==> src/rtl/axi_write_burst_if.sv <==
// ---------------------------------------------------------------------------
// axi_write_burst_if
//   Bundles the AXI-Stream sink and the AXI4 write-channel signals of the
//   burst write master.
//
//   master modport : the write master's view (stream in, AXI write out)
//   slave  modport : the opposite side (stream source plus AXI write slave)
//
//   Stream : S_WR_tdata, S_WR_tvalid, S_WR_tready
//   AW     : m_axi_aw{id,addr,len,size,burst,lock,cache,prot,qos,valid,ready}
//   W      : m_axi_w{data,strb,last,valid,ready}
//   B      : m_axi_b{id,resp,valid,ready}
// ---------------------------------------------------------------------------
interface axi_write_burst_if #(
    parameter int unsigned ADDR_WIDTH = 32,
    parameter int unsigned DATA_WIDTH = 64
);
    // Stream side
    logic [DATA_WIDTH-1:0]   S_WR_tdata;
    logic                    S_WR_tvalid;
    logic                    S_WR_tready;

    // Write address channel
    logic                    m_axi_awid;
    logic [ADDR_WIDTH-1:0]   m_axi_awaddr;
    logic [7:0]              m_axi_awlen;
    logic [2:0]              m_axi_awsize;
    logic [1:0]              m_axi_awburst;
    logic                    m_axi_awlock;
    logic [3:0]              m_axi_awcache;
    logic [2:0]              m_axi_awprot;
    logic [3:0]              m_axi_awqos;
    logic                    m_axi_awvalid;
    logic                    m_axi_awready;

    // Write data channel
    logic [DATA_WIDTH-1:0]   m_axi_wdata;
    logic [DATA_WIDTH/8-1:0] m_axi_wstrb;
    logic                    m_axi_wlast;
    logic                    m_axi_wvalid;
    logic                    m_axi_wready;

    // Write response channel
    logic                    m_axi_bid;
    logic [1:0]              m_axi_bresp;
    logic                    m_axi_bvalid;
    logic                    m_axi_bready;

    modport master (
        input  S_WR_tdata, S_WR_tvalid,
        output S_WR_tready,
        output m_axi_awid, m_axi_awaddr, m_axi_awlen, m_axi_awsize, m_axi_awburst,
        output m_axi_awlock, m_axi_awcache, m_axi_awprot, m_axi_awqos, m_axi_awvalid,
        input  m_axi_awready,
        output m_axi_wdata, m_axi_wstrb, m_axi_wlast, m_axi_wvalid,
        input  m_axi_wready,
        input  m_axi_bid, m_axi_bresp, m_axi_bvalid,
        output m_axi_bready
    );

    modport slave (
        output S_WR_tdata, S_WR_tvalid,
        input  S_WR_tready,
        input  m_axi_awid, m_axi_awaddr, m_axi_awlen, m_axi_awsize, m_axi_awburst,
        input  m_axi_awlock, m_axi_awcache, m_axi_awprot, m_axi_awqos, m_axi_awvalid,
        output m_axi_awready,
        input  m_axi_wdata, m_axi_wstrb, m_axi_wlast, m_axi_wvalid,
        output m_axi_wready,
        output m_axi_bid, m_axi_bresp, m_axi_bvalid,
        input  m_axi_bready
    );

endinterface

==> src/rtl/axi_write_burst.sv <==
// ---------------------------------------------------------------------------
// axi_write_burst
//   Single-outstanding AXI4 write master. Each frame on the stream becomes one
//   fixed-length INCR burst of WR_LIN beats; burst start addresses step by
//   WR_STEP through a ring of WR_LIMIT bytes. After the B handshake a one-cycle
//   o_wr_done pulse is produced (start trigger for the matching read master).
//
//   Ports
//     M_WR_aclk   : clock for stream and AXI
//     M_WR_areset : synchronous, active-high reset
//     bus         : stream sink + AXI4 write channels (master modport)
//     o_wr_done   : one-cycle pulse per completed burst
//     o_wr_err    : sticky, set by any non-OKAY bresp, cleared by reset only
// ---------------------------------------------------------------------------
module axi_write_burst #(
    parameter int unsigned     WR_FLIP_BYTE  = 0,
    parameter int unsigned     WR_ADDR_WIDTH = 32,
    parameter int unsigned     WR_DATA_WIDTH = 64,
    parameter int unsigned     WR_LIN        = 16,
    parameter longint unsigned WR_STEP       = 4096,
    parameter longint unsigned WR_LIMIT      = 32'h10000
) (
    input  logic              M_WR_aclk,
    input  logic              M_WR_areset,
    axi_write_burst_if.master bus,
    output logic              o_wr_done,
    output logic              o_wr_err
);

    localparam int unsigned            NumBytes   = WR_DATA_WIDTH / 8;
    localparam logic [2:0]             AwSize     = 3'($clog2(NumBytes));
    localparam logic [7:0]             LastBeat   = 8'(WR_LIN - 1);
    localparam logic [WR_ADDR_WIDTH-1:0] AddrStep = WR_ADDR_WIDTH'(WR_STEP);
    // Last legal burst start inside the ring; anything at or past it wraps to 0.
    localparam logic [WR_ADDR_WIDTH-1:0] AddrWrapAt = WR_ADDR_WIDTH'(WR_LIMIT - WR_STEP);

    typedef enum logic [2:0] {
        StIdle,
        StAddr,
        StData,
        StResp,
        StDone
    } state_e;

    state_e                    state_q, state_d;
    logic                      awvalid_q;
    logic [7:0]                beat_cnt_q, beat_cnt_d;
    logic [WR_ADDR_WIDTH-1:0]  wr_addr_buff_q, wr_addr_buff_d;
    logic                      err_q, err_d;

    logic                      is_last;
    logic                      w_hs;
    logic                      b_hs;
    logic [WR_DATA_WIDTH-1:0]  flipped;
    logic [WR_DATA_WIDTH-1:0]  stream_word;
    logic                      unused_bid;

    assign unused_bid = bus.m_axi_bid;

    // Byte-reversed copy of the stream word; selected by WR_FLIP_BYTE.
    for (genvar i = 0; i < NumBytes; i++) begin : g_flip
        assign flipped[8*i +: 8] = bus.S_WR_tdata[8*(NumBytes-1-i) +: 8];
    end

    assign stream_word = (WR_FLIP_BYTE != 0) ? flipped : bus.S_WR_tdata;

    assign is_last = (beat_cnt_q == LastBeat);
    assign w_hs    = (state_q == StData) && bus.S_WR_tvalid && bus.m_axi_wready;
    assign b_hs    = (state_q == StResp) && bus.m_axi_bvalid;

    // ---------------------------------------------------------------- FSM --
    always_ff @(posedge M_WR_aclk) begin
        if (M_WR_areset) begin
            state_q <= StIdle;
        end else begin
            state_q <= state_d;
        end
    end

    always_comb begin
        state_d = state_q;
        unique case (state_q)
            StIdle:  if (bus.S_WR_tvalid)                   state_d = StAddr;
            StAddr:  if (awvalid_q && bus.m_axi_awready)    state_d = StData;
            StData:  if (w_hs && is_last)                   state_d = StResp;
            StResp:  if (bus.m_axi_bvalid)                  state_d = StDone;
            StDone:                                         state_d = StIdle;
            default:                                        state_d = StIdle;
        endcase
    end

    always_comb begin
        bus.S_WR_tready  = 1'b0;
        bus.m_axi_wvalid = 1'b0;
        bus.m_axi_wlast  = 1'b0;
        bus.m_axi_wdata  = '0;
        bus.m_axi_bready = 1'b0;
        o_wr_done        = 1'b0;
        unique case (state_q)
            StData: begin
                // Stream and W channel are joined combinationally so a beat
                // moves only when both sides agree in the same cycle.
                bus.S_WR_tready  = bus.m_axi_wready;
                bus.m_axi_wvalid = bus.S_WR_tvalid;
                bus.m_axi_wlast  = is_last;
                bus.m_axi_wdata  = stream_word;
            end
            StResp:  bus.m_axi_bready = 1'b1;
            StDone:  o_wr_done        = 1'b1;
            default: ;
        endcase
    end

    // ----------------------------------------------------------- datapath --
    always_comb begin
        beat_cnt_d = beat_cnt_q;
        if (state_d == StDone) begin
            beat_cnt_d = '0;
        end else if (w_hs) begin
            beat_cnt_d = beat_cnt_q + 8'd1;
        end
    end

    always_comb begin
        wr_addr_buff_d = wr_addr_buff_q;
        if (state_q == StDone) begin
            wr_addr_buff_d = (wr_addr_buff_q >= AddrWrapAt) ? '0 : wr_addr_buff_q + AddrStep;
        end
    end

    // Folded in at the B handshake so the flag is already visible in DONE.
    always_comb begin
        err_d = err_q;
        if (b_hs && (bus.m_axi_bresp != 2'b00)) begin
            err_d = 1'b1;
        end
    end

    always_ff @(posedge M_WR_aclk) begin
        if (M_WR_areset) begin
            awvalid_q      <= 1'b0;
            beat_cnt_q     <= '0;
            wr_addr_buff_q <= '0;
            err_q          <= 1'b0;
        end else begin
            // High for exactly the cycles spent in ADDR, dropping with awready.
            awvalid_q      <= (state_d == StAddr);
            beat_cnt_q     <= beat_cnt_d;
            wr_addr_buff_q <= wr_addr_buff_d;
            err_q          <= err_d;
        end
    end

    // ------------------------------------------------------- AW constants --
    // awaddr only moves in DONE, so it is stable while awvalid is high.
    assign bus.m_axi_awid    = 1'b0;
    assign bus.m_axi_awaddr  = wr_addr_buff_q;
    assign bus.m_axi_awlen   = LastBeat;
    assign bus.m_axi_awsize  = AwSize;
    assign bus.m_axi_awburst = 2'd1;
    assign bus.m_axi_awlock  = 1'b0;
    assign bus.m_axi_awcache = 4'd3;
    assign bus.m_axi_awprot  = 3'd0;
    assign bus.m_axi_awqos   = 4'd0;
    assign bus.m_axi_awvalid = awvalid_q;
    assign bus.m_axi_wstrb   = '1;

    assign o_wr_err = err_q;

endmodule

==> src/flat_wrapper.sv <==
// flat-port wrapper written by rule: the top's interface ports become plain ports
module axi_write_burst_flat 
#(
    parameter int unsigned     WR_FLIP_BYTE  = 0,
    parameter int unsigned     WR_ADDR_WIDTH = 32,
    parameter int unsigned     WR_DATA_WIDTH = 64,
    parameter int unsigned     WR_LIN        = 16,
    parameter longint unsigned WR_STEP       = 4096,
    parameter longint unsigned WR_LIMIT      = 32'h10000
)
  (M_WR_aclk, M_WR_areset, o_wr_done, o_wr_err, bus_S_WR_tdata, bus_S_WR_tvalid, bus_S_WR_tready, bus_m_axi_awid, bus_m_axi_awaddr, bus_m_axi_awlen, bus_m_axi_awsize, bus_m_axi_awburst, bus_m_axi_awlock, bus_m_axi_awcache, bus_m_axi_awprot, bus_m_axi_awqos, bus_m_axi_awvalid, bus_m_axi_awready, bus_m_axi_wdata, bus_m_axi_wstrb, bus_m_axi_wlast, bus_m_axi_wvalid, bus_m_axi_wready, bus_m_axi_bid, bus_m_axi_bresp, bus_m_axi_bvalid, bus_m_axi_bready);
  axi_write_burst_if #(.ADDR_WIDTH((32)), .DATA_WIDTH((64))) bus_i ();
  input  logic M_WR_aclk;
  input  logic M_WR_areset;
  output logic o_wr_done;
  output logic o_wr_err;
  input wire logic [$bits(bus_i.S_WR_tdata)-1:0] bus_S_WR_tdata;
  input wire logic [$bits(bus_i.S_WR_tvalid)-1:0] bus_S_WR_tvalid;
  output wire logic [$bits(bus_i.S_WR_tready)-1:0] bus_S_WR_tready;
  output wire logic [$bits(bus_i.m_axi_awid)-1:0] bus_m_axi_awid;
  output wire logic [$bits(bus_i.m_axi_awaddr)-1:0] bus_m_axi_awaddr;
  output wire logic [$bits(bus_i.m_axi_awlen)-1:0] bus_m_axi_awlen;
  output wire logic [$bits(bus_i.m_axi_awsize)-1:0] bus_m_axi_awsize;
  output wire logic [$bits(bus_i.m_axi_awburst)-1:0] bus_m_axi_awburst;
  output wire logic [$bits(bus_i.m_axi_awlock)-1:0] bus_m_axi_awlock;
  output wire logic [$bits(bus_i.m_axi_awcache)-1:0] bus_m_axi_awcache;
  output wire logic [$bits(bus_i.m_axi_awprot)-1:0] bus_m_axi_awprot;
  output wire logic [$bits(bus_i.m_axi_awqos)-1:0] bus_m_axi_awqos;
  output wire logic [$bits(bus_i.m_axi_awvalid)-1:0] bus_m_axi_awvalid;
  input wire logic [$bits(bus_i.m_axi_awready)-1:0] bus_m_axi_awready;
  output wire logic [$bits(bus_i.m_axi_wdata)-1:0] bus_m_axi_wdata;
  output wire logic [$bits(bus_i.m_axi_wstrb)-1:0] bus_m_axi_wstrb;
  output wire logic [$bits(bus_i.m_axi_wlast)-1:0] bus_m_axi_wlast;
  output wire logic [$bits(bus_i.m_axi_wvalid)-1:0] bus_m_axi_wvalid;
  input wire logic [$bits(bus_i.m_axi_wready)-1:0] bus_m_axi_wready;
  input wire logic [$bits(bus_i.m_axi_bid)-1:0] bus_m_axi_bid;
  input wire logic [$bits(bus_i.m_axi_bresp)-1:0] bus_m_axi_bresp;
  input wire logic [$bits(bus_i.m_axi_bvalid)-1:0] bus_m_axi_bvalid;
  output wire logic [$bits(bus_i.m_axi_bready)-1:0] bus_m_axi_bready;
  assign bus_i.S_WR_tdata = bus_S_WR_tdata;
  assign bus_i.S_WR_tvalid = bus_S_WR_tvalid;
  assign bus_S_WR_tready = bus_i.S_WR_tready;
  assign bus_m_axi_awid = bus_i.m_axi_awid;
  assign bus_m_axi_awaddr = bus_i.m_axi_awaddr;
  assign bus_m_axi_awlen = bus_i.m_axi_awlen;
  assign bus_m_axi_awsize = bus_i.m_axi_awsize;
  assign bus_m_axi_awburst = bus_i.m_axi_awburst;
  assign bus_m_axi_awlock = bus_i.m_axi_awlock;
  assign bus_m_axi_awcache = bus_i.m_axi_awcache;
  assign bus_m_axi_awprot = bus_i.m_axi_awprot;
  assign bus_m_axi_awqos = bus_i.m_axi_awqos;
  assign bus_m_axi_awvalid = bus_i.m_axi_awvalid;
  assign bus_i.m_axi_awready = bus_m_axi_awready;
  assign bus_m_axi_wdata = bus_i.m_axi_wdata;
  assign bus_m_axi_wstrb = bus_i.m_axi_wstrb;
  assign bus_m_axi_wlast = bus_i.m_axi_wlast;
  assign bus_m_axi_wvalid = bus_i.m_axi_wvalid;
  assign bus_i.m_axi_wready = bus_m_axi_wready;
  assign bus_i.m_axi_bid = bus_m_axi_bid;
  assign bus_i.m_axi_bresp = bus_m_axi_bresp;
  assign bus_i.m_axi_bvalid = bus_m_axi_bvalid;
  assign bus_m_axi_bready = bus_i.m_axi_bready;
  axi_write_burst #(.WR_FLIP_BYTE(WR_FLIP_BYTE), .WR_ADDR_WIDTH(WR_ADDR_WIDTH), .WR_DATA_WIDTH(WR_DATA_WIDTH), .WR_LIN(WR_LIN), .WR_STEP(WR_STEP), .WR_LIMIT(WR_LIMIT)) u_core (.M_WR_aclk(M_WR_aclk), .M_WR_areset(M_WR_areset), .bus(bus_i), .o_wr_done(o_wr_done), .o_wr_err(o_wr_err));
endmodule
==> config.mk <==
export PLATFORM = sky130hd
export DESIGN_NAME = axi_write_burst_flat
export DESIGN_NICKNAME = d
export VERILOG_FILES = /design/src/rtl/axi_write_burst_if.sv /design/src/rtl/axi_write_burst.sv /design/src/flat_wrapper.sv
export SDC_FILE = /design/constraint.sdc
export NUM_CORES = 1
export LEC_CHECK = 0
export CAP_MARGIN = 0
export CORE_MARGIN = 5
export CORE_UTILIZATION = 34
export CTS_CLUSTER_DIAMETER = 50
export CTS_CLUSTER_SIZE = 28
export DETAILED_ROUTE_END_ITERATION = 10
export GPL_TIMING_DRIVEN = 0
export PLACE_DENSITY = 0.87
export RECOVER_POWER = 50
export REMOVE_ABC_BUFFERS = 1
export SYNTH_ARGS = -nofsm -noshare
export SYNTH_HDL_FRONTEND = slang
export SYNTH_SLANG_ARGS = --single-unit
==> constraint.sdc <==
create_clock -name M_WR_aclk -period 4.2 [get_ports M_WR_aclk]
set_clock_uncertainty 0.1 [all_clocks]
set_input_delay 1.26 -clock M_WR_aclk [delete_from_list [all_inputs] [get_ports M_WR_aclk]]
set_output_delay 1.26 -clock M_WR_aclk [all_outputs]
set_load 0.02 [all_outputs]
==> impl_metrics.py <==
metrics = {
    "global_route": {
        "grt_remaining_overflow": 0,
        "grt_pass1_wl_microns": 11600,
        "track_usage_pct": 16.8,
        "antenna_found_initial": 0,
        "grt_max_degree": 27,
        "first_global_vias": 2306,
    },
    "synth": {
        "ys_seq_area_share_pct": 28.5,
        "synthMuxAreaShare_pct": 1.29,
        "synth_top_family_by_area": "simple AND/OR/NAND/NOR gates",
        "synth_cell_types": 38,
        "synth-xor-area-share_pct": 5.66,
        "synth-compound-area-share_pct": 5.23,
        "synthSimpleGateAreaFrac_pct": 39.6,
        "yosys.area.top_type_share_pct": 28.5,
        "async_flop_share_pct": 0,
        "netlist_top_cells_area": "dfxtp_1, and2_1, buf_4, xnor2_1, nor3_1",
        "postSynthCellCount": 298,
        "synth_top_area_cell": "dfxtp_1",
        "yosys_warnings": 0,
        "syn_area_per_cell_sq_um": 7.78,
        "netlist_area_sq_um": 2320,
        "synth-edff-count": 0,
        "yosys.area_share.adder_pct": 1.08,
        "synth-main-ff-cell": "dfxtp_1",
        "synth_seq_cells": 33,
    },
    "timing": {
        "max_freq_ghz": 0.253,
        "worst_slew_pin_slew_ns": 0.995,
        "rsz0062_at_grt": "false",
        "hold_slack_ns": 0.369,
        "relSlewSlack_pct": 33.4,
        "finalHoldViolations": 0,
        "slew_viol_final": 0,
        "min_period_over_period_pct": 94.3,
        "min_period_ns": 3.96,
        "setup_viol_count_final": 0,
    },
    "pwr": {
        "p_leak_nw": 1.56,
        "pwr-share-clk_pct": 38.8,
        "sw_frac_of_total_pct": 25.0,
        "intPower_uw": 594,
        "p_sw_uw": 198,
        "comb_power_share_pct": 20.9,
        "p_per_area_nw_per_um2": 200,
        "peakVddDrop_mv": 0.0999,
        "power_frac_seq_pct": 40.3,
    },
    "placed_design": {
        "place.gp.congestion": 0.879,
        "port_buffers": 162,
        "dp.cells": 524,
        "hpwlAfterDp_microns": 6300,
    },
    "route": {
        "wl_per_cell_microns": 14.5,
        "wl_microns": 7700,
        "drtPass1Iterations": 4,
        "first_iter_violations": 57,
        "ant_nets": 0,
        "drc": 0,
        "num_vias": 2462,
        "via_per_inst": 4.63,
    },
    "final_layout": {
        "final_cells": 532,
        "area_delta_synth_final_pct": 70.6,
        "utilization_pct": 58.9,
        "register_area_sq_um": 661,
        "nets": 526,
        "final_common_cell": "clkdlybuf4s50_1",
        "final_cell_mix": "clkdlybuf4s50_1, and2_1, conb_1",
        "antenna_cells": 0,
        "drive_gt1_share_pct": 3.54,
        "multi_input_area_sq_um": 1410,
        "fillers": 583,
    },
    "die": {
        "fp.dieW_microns": 92.6,
        "start_util_pct": 34.5,
        "rows": 30,
        "core_sq_um": 6720,
        "fp.dieArea_sq_um": 8570,
        "die_y_microns": 92.6,
        "ioPinCount": 210,
    },
    "critical_path": {
        "crit_path_end": "bus_m_axi_wdata[22]",
        "crit_start": "u_core.state_q[1]",
        "critPathCaptureType": "output pin",
        "crit_path_max_fanout": 24,
        "worstPathRequired_ns": 2.84,
        "rrSetupSlack_ns": 1.70,
        "crit_path_max_incr_delay_ns": 0.66,
        "crit_chain": "nor3b_4 -> buf_8 -> buf_6 -> and2_1 -> clkdlybuf4s50_1",
        "rr_endpoint": "u_core.bus.m_axi_awaddr[29]",
        "rr_startpoint": "u_core.state_q[2]",
        "critPathKind": "flop to output pin",
        "cp_slowest_cell": "nor3b_4",
        "rr_worst_depth": 4,
        "crit_arrival_ns": 2.60,
        "crit_path_start_kind": "flop",
    },
    "cts": {
        "cts_tree": "done",
        "htreeDepth": 2,
        "clk_path_buf_depth": 2,
        "numCtsBuffers": 5,
        "path_clk_slew_ns": 0.07,
        "numClockSinks": 33,
        "clock_latency_ns": 0.28,
        "ctsHoldBuffers": 0,
        "clock-root-buffer": "clkbuf_8",
    },
    "outcome": {
        "status": "finished, final reports clean",
    },
    "run": {
        "maxCapViolations": 0,
    },
    "worst_hold_path": {
        "hold_path_class": "flop to flop",
    },
}
==> routing by layer <==
layer | vias to the layer above | GRT usage, % | wire (microns)
met4 | 0 | 4.58 | 104
met3 | 10 | 6.34 | 748
li1 | 1215 | - | -
met2 | 127 | 30.1 | 3910
met5 | - | 0 | 0
met1 | 1110 | 18.5 | 2930
==> worst min path at each step <==
stage | start | to | slack (ns) | cells past startpoint
2_1_floorplan | u_core.beat_cnt_q[7] | u_core.beat_cnt_q[7] | 0.34 | 2
3_3_place_gp | u_core.beat_cnt_q[7] | u_core.beat_cnt_q[7] | 0.35 | 2
3_5_place_dp | u_core.beat_cnt_q[7] | u_core.beat_cnt_q[7] | 0.36 | 2
4_1_cts | u_core.beat_cnt_q[7] | u_core.beat_cnt_q[7] | 0.37 | 2
5_1_grt | u_core.beat_cnt_q[7] | u_core.beat_cnt_q[7] | 0.42 | 2
6_report | u_core.o_wr_err | u_core.o_wr_err | 0.37 | 2
==> sequential cells by signal (all words and copies together), names as in the netlist <==
| signal | flops |
|---|---|
| u_core.bus.m_axi_awvalid | 1 |
| u_core.bus.m_axi_awaddr | 20 |
| u_core.state_q | 3 |
| u_core.o_wr_err | 1 |
| u_core.beat_cnt_q | 8 |
==> power by group through the flow <==
| stage | Clock, mW | Sequential, mW | Combinational (mW) |
|---|---|---|---|
| finish | 0.307 | 0.319 | 0.166 |
| global route | 0.326 | 0.320 | 0.177 |
| CTS | 0.312 | 0.319 | 0.166 |
| detailed placement | 0 | 0.326 | 0.166 |
| global placement | 0 | 0.326 | 0.162 |
| floorplan | 0 | 0.326 | 0.0676 |
==> worst max-delay path, delay by kind of cell, from the launching register on <==
| family | cells | cell delay [ns] |
|---|---|---|
| flip-flops | 1 | 0.46 |
| buffers and inverters | 3 | 1.05 |
| AND/OR/NAND/NOR | 2 | 0.80 |
==> timing repair <==
action	in CTS	in global routing
setup buffers	0	0
hold endpoints to repair	0	0
resized for setup	1	0
setup endpoints to repair	3	0
==> synthesized netlist by cell type (5+ instances only) <==
| cell | instances |
|---|---|
| nor3_1 | 19 |
| clkbuf_1 | 14 |
| nor4_1 | 11 |
| buf_4 | 46 |
| dfxtp_1 | 33 |
| nand3_1 | 10 |
| and2_1 | 66 |
| xnor2_1 | 13 |
| nand2_1 | 11 |
| inv_1 | 5 |
| a21oi_1 | 5 |
| a211oi_1 | 5 |
| nor2_1 | 15 |
==> per-stage QoR <==
step / setup slack, ns / instance area (sq um) / TNS (ns) / power [mW]
after floorplan: -0.413 / 2080 / -27.27 / 0.394
final: 0.241 / 3960 / 0 / 0.793
after global placement: -2.33 / 3800 / -153.41 / 0.488
after global routing: 0.0242 / 3960 / 0 / 0.823
after detailed placement: 0.224 / 3830 / 0 / 0.491
after CTS: 0.220 / 3950 / 0 / 0.797
==> area by class of cell <==
class	count	share of cell area, %
timing repair buffer	164	41.6
multi-input combinational	242	35.7
sequential	33	16.7
tap	80	2.53
clock buffer	7	2.18
clock inverter	1	0.759
inverter	5	0.474
==> kinds of logic after synthesis <==
group	after synthesis
buf+inv	67
xor+xnor	15
other cells	2
fa+ha+maj	2
simple gates	158
compound gates	18
flops	33
mux	3
Note: power is estimated with default switching activity, not from simulation.
==> RTL edit 1: new RTL, config.mk and constraints unchanged <==
Encoding of `state_e`: now one-hot (5 bits for 5 states).
--- a/src/rtl/axi_write_burst.sv
+++ b/src/rtl/axi_write_burst.sv
@@ -36,8 +36,8 @@
 
-    typedef enum logic [2:0] {
-        StIdle,
-        StAddr,
-        StData,
-        StResp,
-        StDone
+    typedef enum logic [4:0] {
+        StIdle = 5'b00001,
+        StAddr = 5'b00010,
+        StData = 5'b00100,
+        StResp = 5'b01000,
+        StDone = 5'b10000
     } state_e;
Check against the original RTL: same outputs for any inputs over 10 cycles, from zero or initial values and one cycle with M_WR_areset high; not proved beyond that.
==> RTL edit 1 against the original RTL <==
Die area grew 3.9%. Total power shrank 7.5%. Design area grew 1.0%. Routed wire length grew 45%. Global-route usage grew 7.1 points. Sequential cell count grew 2. Largest cell class unchanged. Worst setup slack lost 0.11 ns. Synthesized cell count grew 3.0%. Worst hold slack lost 0.024 ns. Synthesized area grew 4.4%. Combinational power shrank 6%.
==> RTL edit 1: results (changes against the original RTL) <==
Parameter                              Value

Global routing
  Overall fraction of global-route tracks in use    0.239 (+0.0707)
  Largest net degree at the start of global routing    34 (+26%)
  Number of antenna violations at the first check in global routing    7 (+7)
  Via count of the first global-routing pass    2530 (+9.7%)
  Wire length of the first global-routing pass    15600 um (+34%)

Yosys
  Part of the Yosys area used for sequential elements    0.289 (+0.00462)
  Ranking of synthesized cells by area    dfxtp_1 29%, and2_1 18%, buf_4 14%, nor2_1 5.9%, xnor2_1 2.9%
  Top flip-flop cell by instance count after synthesis    dfxtp_1
  Yosys warning count    0 (unchanged)
  Async S/R FF share, synth    0 (unchanged)
  Synth top cells by count    69 x and2_1, 46 x buf_4, 38 x nor2_1, 35 x dfxtp_1, 11 x a21oi_1
  Distinct cells, synth    44 (+16%)
  Instance count of the mapped netlist    307 (+3.0%)

Power
  Max IR drop VDD    0.208 mV (+110%)
  Pint    0.530 mW (-11%)
  Leakage power    1.63 nW (+4.7%)

Cells and area
  Layout Nets    535 (+1.7%)
  Final antenna diode count    0 (unchanged)
  Share of cells above drive strength 1    0.0325 (-0.00286)
  Flip-flop count of the largest register after layout    20 (unchanged)

Placement
  RD Place Congestion    0.875 (-0.47%)
  Half-perimeter wire length after detailed placement    8950 um (+42%)
  Inst Count DP    547 (+4.4%)
  I/O Buffers    162 (unchanged)

Clock network
  Maximum buffer depth of the clock tree    2 (unchanged)
  Clock root buffer    clkbuf_8
  Reg clk slew, reported paths    0.07 ns (about the same)
  CTS Buf Count    5 (unchanged)
  Clk_lat worst skew    0.29 ns
  # H-tree levels    2 (unchanged)

Min path
  Path category of the worst min-delay check    reg2reg

Drt
  DR vias/cell    4.78 (+3.4%)
  Vias after detailed routing    2665 (+8.2%)
  Routed wire length    11200 um (+45%)
  Initial DRC count    124 (+120%)
  Number of detailed-routing iterations run before antenna repair    4 (unchanged)

STA
  Headroom to the max-slew limit    0.518 (+0.183)

Worst setup path
  Arrival time of the worst setup path    2.70 ns (+0.10 ns)
  Max Fanout on Critical Path    5 (-79%)
  Register-to-register path setup slack    1.42 ns (-0.28 ns)

Outcome
  Status    completed
==> RTL edit 1: path summary, 6_finish.rpt <==
kind         depth (start not counted)                                       end                         start
max                                  3                          bus_m_axi_wvalid               bus_S_WR_tvalid
min                                  2              u_core.o_wr_err$_SDFFE_PP0P_  u_core.o_wr_err$_SDFFE_PP0P_
max reg2reg                          5  u_core.bus.m_axi_awaddr[24]$_SDFFE_PP0P_  u_core.state_q[4]$_SDFF_PP0_
min reg2reg                          2              u_core.o_wr_err$_SDFFE_PP0P_  u_core.o_wr_err$_SDFFE_PP0P_
==> RTL edit 1: through the flow <==
stage | setup WS (ns) | setup TNS (ns) | cell area [sq um] | hold WS (ns) | power [mW]
finish | 0.136 | 0 | 4000 | 0.345 | 0.733
global placement | -1.28 | -75.07 | 3900 | 0.336 | 0.500
global route | 0.117 | 0 | 4000 | 0.378 | 0.761
floorplan | 0.261 | 0 | 2160 | 0.342 | 0.422
detailed placement | 0.0802 | 0 | 3920 | 0.340 | 0.504
CTS | 0.0314 | 0 | 4010 | 0.350 | 0.737
==> RTL edit 1: cell type report <==
| cell class | count | area [sq um] |
|---|---|---|
| fill | 651 | 2870 |
| timing repair buffer | 163 | 1630 |
| multi-input combinational | 251 | 1460 |
| sequential | 35 | 701 |
| tap | 96 | 120 |
| clock buffer | 7 | 76.3 |
| inverter | 4 | 15.0 |
| clock inverter | 1 | 5.00 |
==> RTL edit 1: critical path, stage by stage <==
cell	delay [ns]
dlygate4sd3_1	0.66
and2_1	0.16
clkdlybuf4s50_1	0.62
==> RTL edit 1: routing by layer <==
metal	routed length [um]	global-route usage	vias to the layer above
met5	65	0	-
met4	167	0.0457	14
met3	1460	0.118	25
met2	5200	0.410	153
met1	4280	0.269	1230
li1	-	-	1243
==> RTL edit 1: power groups by stage <==
stage	sequential [mW]	clock, mW	combinational (mW)
floorplan	0.353	0	0.0685
global placement	0.353	0	0.147
detailed placement	0.353	0	0.150
CTS	0.346	0.237	0.154
global route	0.347	0.248	0.166
finish	0.346	0.231	0.156
==> RTL edit 1: kinds of logic after synthesis <==
group                      count (synthesis)  share of synthesized area
and+or+nand+nor                          159                      0.388
buffers and inverters                     67                      0.184
DFF                                       35                      0.289
AOI/OAI and AO/OA                         30                     0.0816
xor gates and xnor gates                  11                     0.0398
adders and majority gates                  2                     0.0103
other                                      2                    0.00310
muxes                                      1                    0.00413
==> RTL edit 1: what timing repair did <==
action,in CTS,in global routing
gates cloned,1,1
setup endpoints to repair,66,13
hold buffers,0,0
buffers inserted,0,0
pin swaps,1,1
gates resized for setup,1,1
==> RTL edit 2: new RTL, config.mk and constraints unchanged <==
Made on the original files. `WR_STEP` is set to 4096 in 2 places; all go to 2048.
--- a/src/rtl/axi_write_burst.sv
+++ b/src/rtl/axi_write_burst.sv
@@ -19,3 +19,3 @@
     parameter int unsigned     WR_LIN        = 16,
-    parameter longint unsigned WR_STEP       = 4096,
+    parameter longint unsigned WR_STEP       = 2048,
     parameter longint unsigned WR_LIMIT      = 32'h10000
--- a/src/flat_wrapper.sv
+++ b/src/flat_wrapper.sv
@@ -7,3 +7,3 @@
     parameter int unsigned     WR_LIN        = 16,
-    parameter longint unsigned WR_STEP       = 4096,
+    parameter longint unsigned WR_STEP       = 2048,
     parameter longint unsigned WR_LIMIT      = 32'h10000
Check against the original RTL: same outputs for any inputs over 10 cycles, from zero or initial values and one cycle with M_WR_areset high; that may be too few to reach the edited logic, so the function may still have changed.
==> RTL edit 2 against the original RTL <==
Non-clock buffer count increased by 3. Total power fell by 6.4%. Routed wire length grew 45%. Worst setup slack worse by 0.045 ns. Sequential cell count up 1. Sequential power up 3%. Final cell count grew 1.5%. Design area is 0.60% higher. Synthesized area grew 1.7%. Register-to-register slack better by 0.05 ns. Largest cell class unchanged. Highest routed layer is now met5.
==> RTL edit 2: results (changes against the original RTL) <==
Parameter                              Value

Worst setup path
  Register-to-register path setup slack    1.75 ns (+0.05 ns)
  Library cell contributing the largest single delay on the critical path    clkdlybuf4s50_1
  Critical Path Sink    bus_m_axi_wvalid
  Max Fanout on Critical Path    4 (-83%)
  Largest incremental delay on the critical path    0.62 ns (-0.04 ns)

Yosys
  Distinct cells, synth    40 (+5.3%)
  Synth top cells by count    66 x and2_1, 47 x buf_4, 34 x dfxtp_1, 24 x nor3_1, 18 x nor2_1
  Ranking of synthesized cells by area    dfxtp_1 29%, and2_1 18%, buf_4 15%, nor3_1 5.1%, xnor2_1 3.7%
  Area share of the largest cell type after synthesis    0.289 (+0.00380)

Placement
  RD Place Congestion    0.875 (-0.40%)
  Area after detailed placement    3870 sq um (+1.1%)
  I/O Buffers    163 (+0.62%)
  Half-perimeter wire length after detailed placement    9350 um (+48%)

Drt
  Met2 Routed Length    5260 um (+34%)
  Highest metal used    met5
  Initial DRC count    81 (+42%)
  Vias after detailed routing    2643 (+7.4%)
  Routed met3 length    1360 um (+82%)

Power
  Leakage power    1.59 nW (+2.3%)
  Switching part of the total    0.274 (+0.0233)
  Max IR drop VDD    0.201 mV (+100%)

Cells and area
  Share of cells above drive strength 1    0.0416 (+0.00618)
  Flip-flop count of the largest register after layout    21 (+5.0%)
  Layout Nets    531 (+0.95%)
  Number of inserted filler cells in the final layout    600 (+2.9%)

Global routing
  Wire length of the first global-routing pass    15800 um (+36%)
  Met3 Use GR    0.0973 (+0.0340)
  Global routing usage on met2    0.405 (+0.104)
  Global Route met1 Usage    0.277 (+0.0918)
  Overall fraction of global-route tracks in use    0.245 (+0.0764)
  Largest net degree at the start of global routing    28 (+3.7%)
  Number of antenna violations at the first check in global routing    3 (+3)

STA
  Headroom to the max-slew limit    0.328 (-0.00640)
  Smallest hold slack    0.393 ns (+0.0243 ns)

Outcome
  Status    completed
## RTL edit 2: worst min-delay path by stage
stage | to | cells after the start
2_1_floorplan | u_core.beat_cnt_q[7]$_SDFFE_PP0P_ | 2
3_3_place_gp | u_core.o_wr_err$_SDFFE_PP0P_ | 2
3_5_place_dp | u_core.o_wr_err$_SDFFE_PP0P_ | 2
4_1_cts | u_core.o_wr_err$_SDFFE_PP0P_ | 2
5_1_grt | u_core.o_wr_err$_SDFFE_PP0P_ | 2
6_report | u_core.o_wr_err$_SDFFE_PP0P_ | 2
## RTL edit 2: repair_timing
action | 4_1_cts | 5_1_grt
resized for setup | 0 | 1
endpoints found under the setup margin | 0 | 15
hold endpoints to repair | 0 | 0
## RTL edit 2: area by class of cell
cell class              instances  share of cell area
diodes                          3             0.00189
clock buffers                   6              0.0207
clock inverters                 2             0.00314
inverters                       4             0.00377
multi-input cells             244               0.353
flip-flops and latches         34               0.171
well taps                      80              0.0251
repair buffers                167               0.421
## RTL edit 2: worst max-delay path, delay by kind of cell
kind / cells / cell delay [ns]
buffers and inverters: 2 / 1.23
and+or+nand+nor: 1 / 0.15
## RTL edit 2: cells by family after synthesis
group	Yosys count	share of synthesized area
DFF	34	0.289
other	2	0.00318
AOI/OAI and AO/OA	20	0.0562
adders and majority gates	2	0.0106
xor gates and xnor gates	12	0.0446
muxes	2	0.00849
and+or+nand+nor	163	0.400
buffers and inverters	67	0.188
## RTL edit 2: metrics by stage
step | setup slack [ns] | cells | power (mW)
2_1_floorplan | -0.398 | 282 | 0.399
6_report | 0.196 | 540 | 0.742
4_1_cts | 0.155 | 537 | 0.745
3_5_place_dp | 0.215 | 529 | 0.499
3_3_place_gp | -2.67 | 525 | 0.496
5_1_grt | 0.0626 | 537 | 0.774
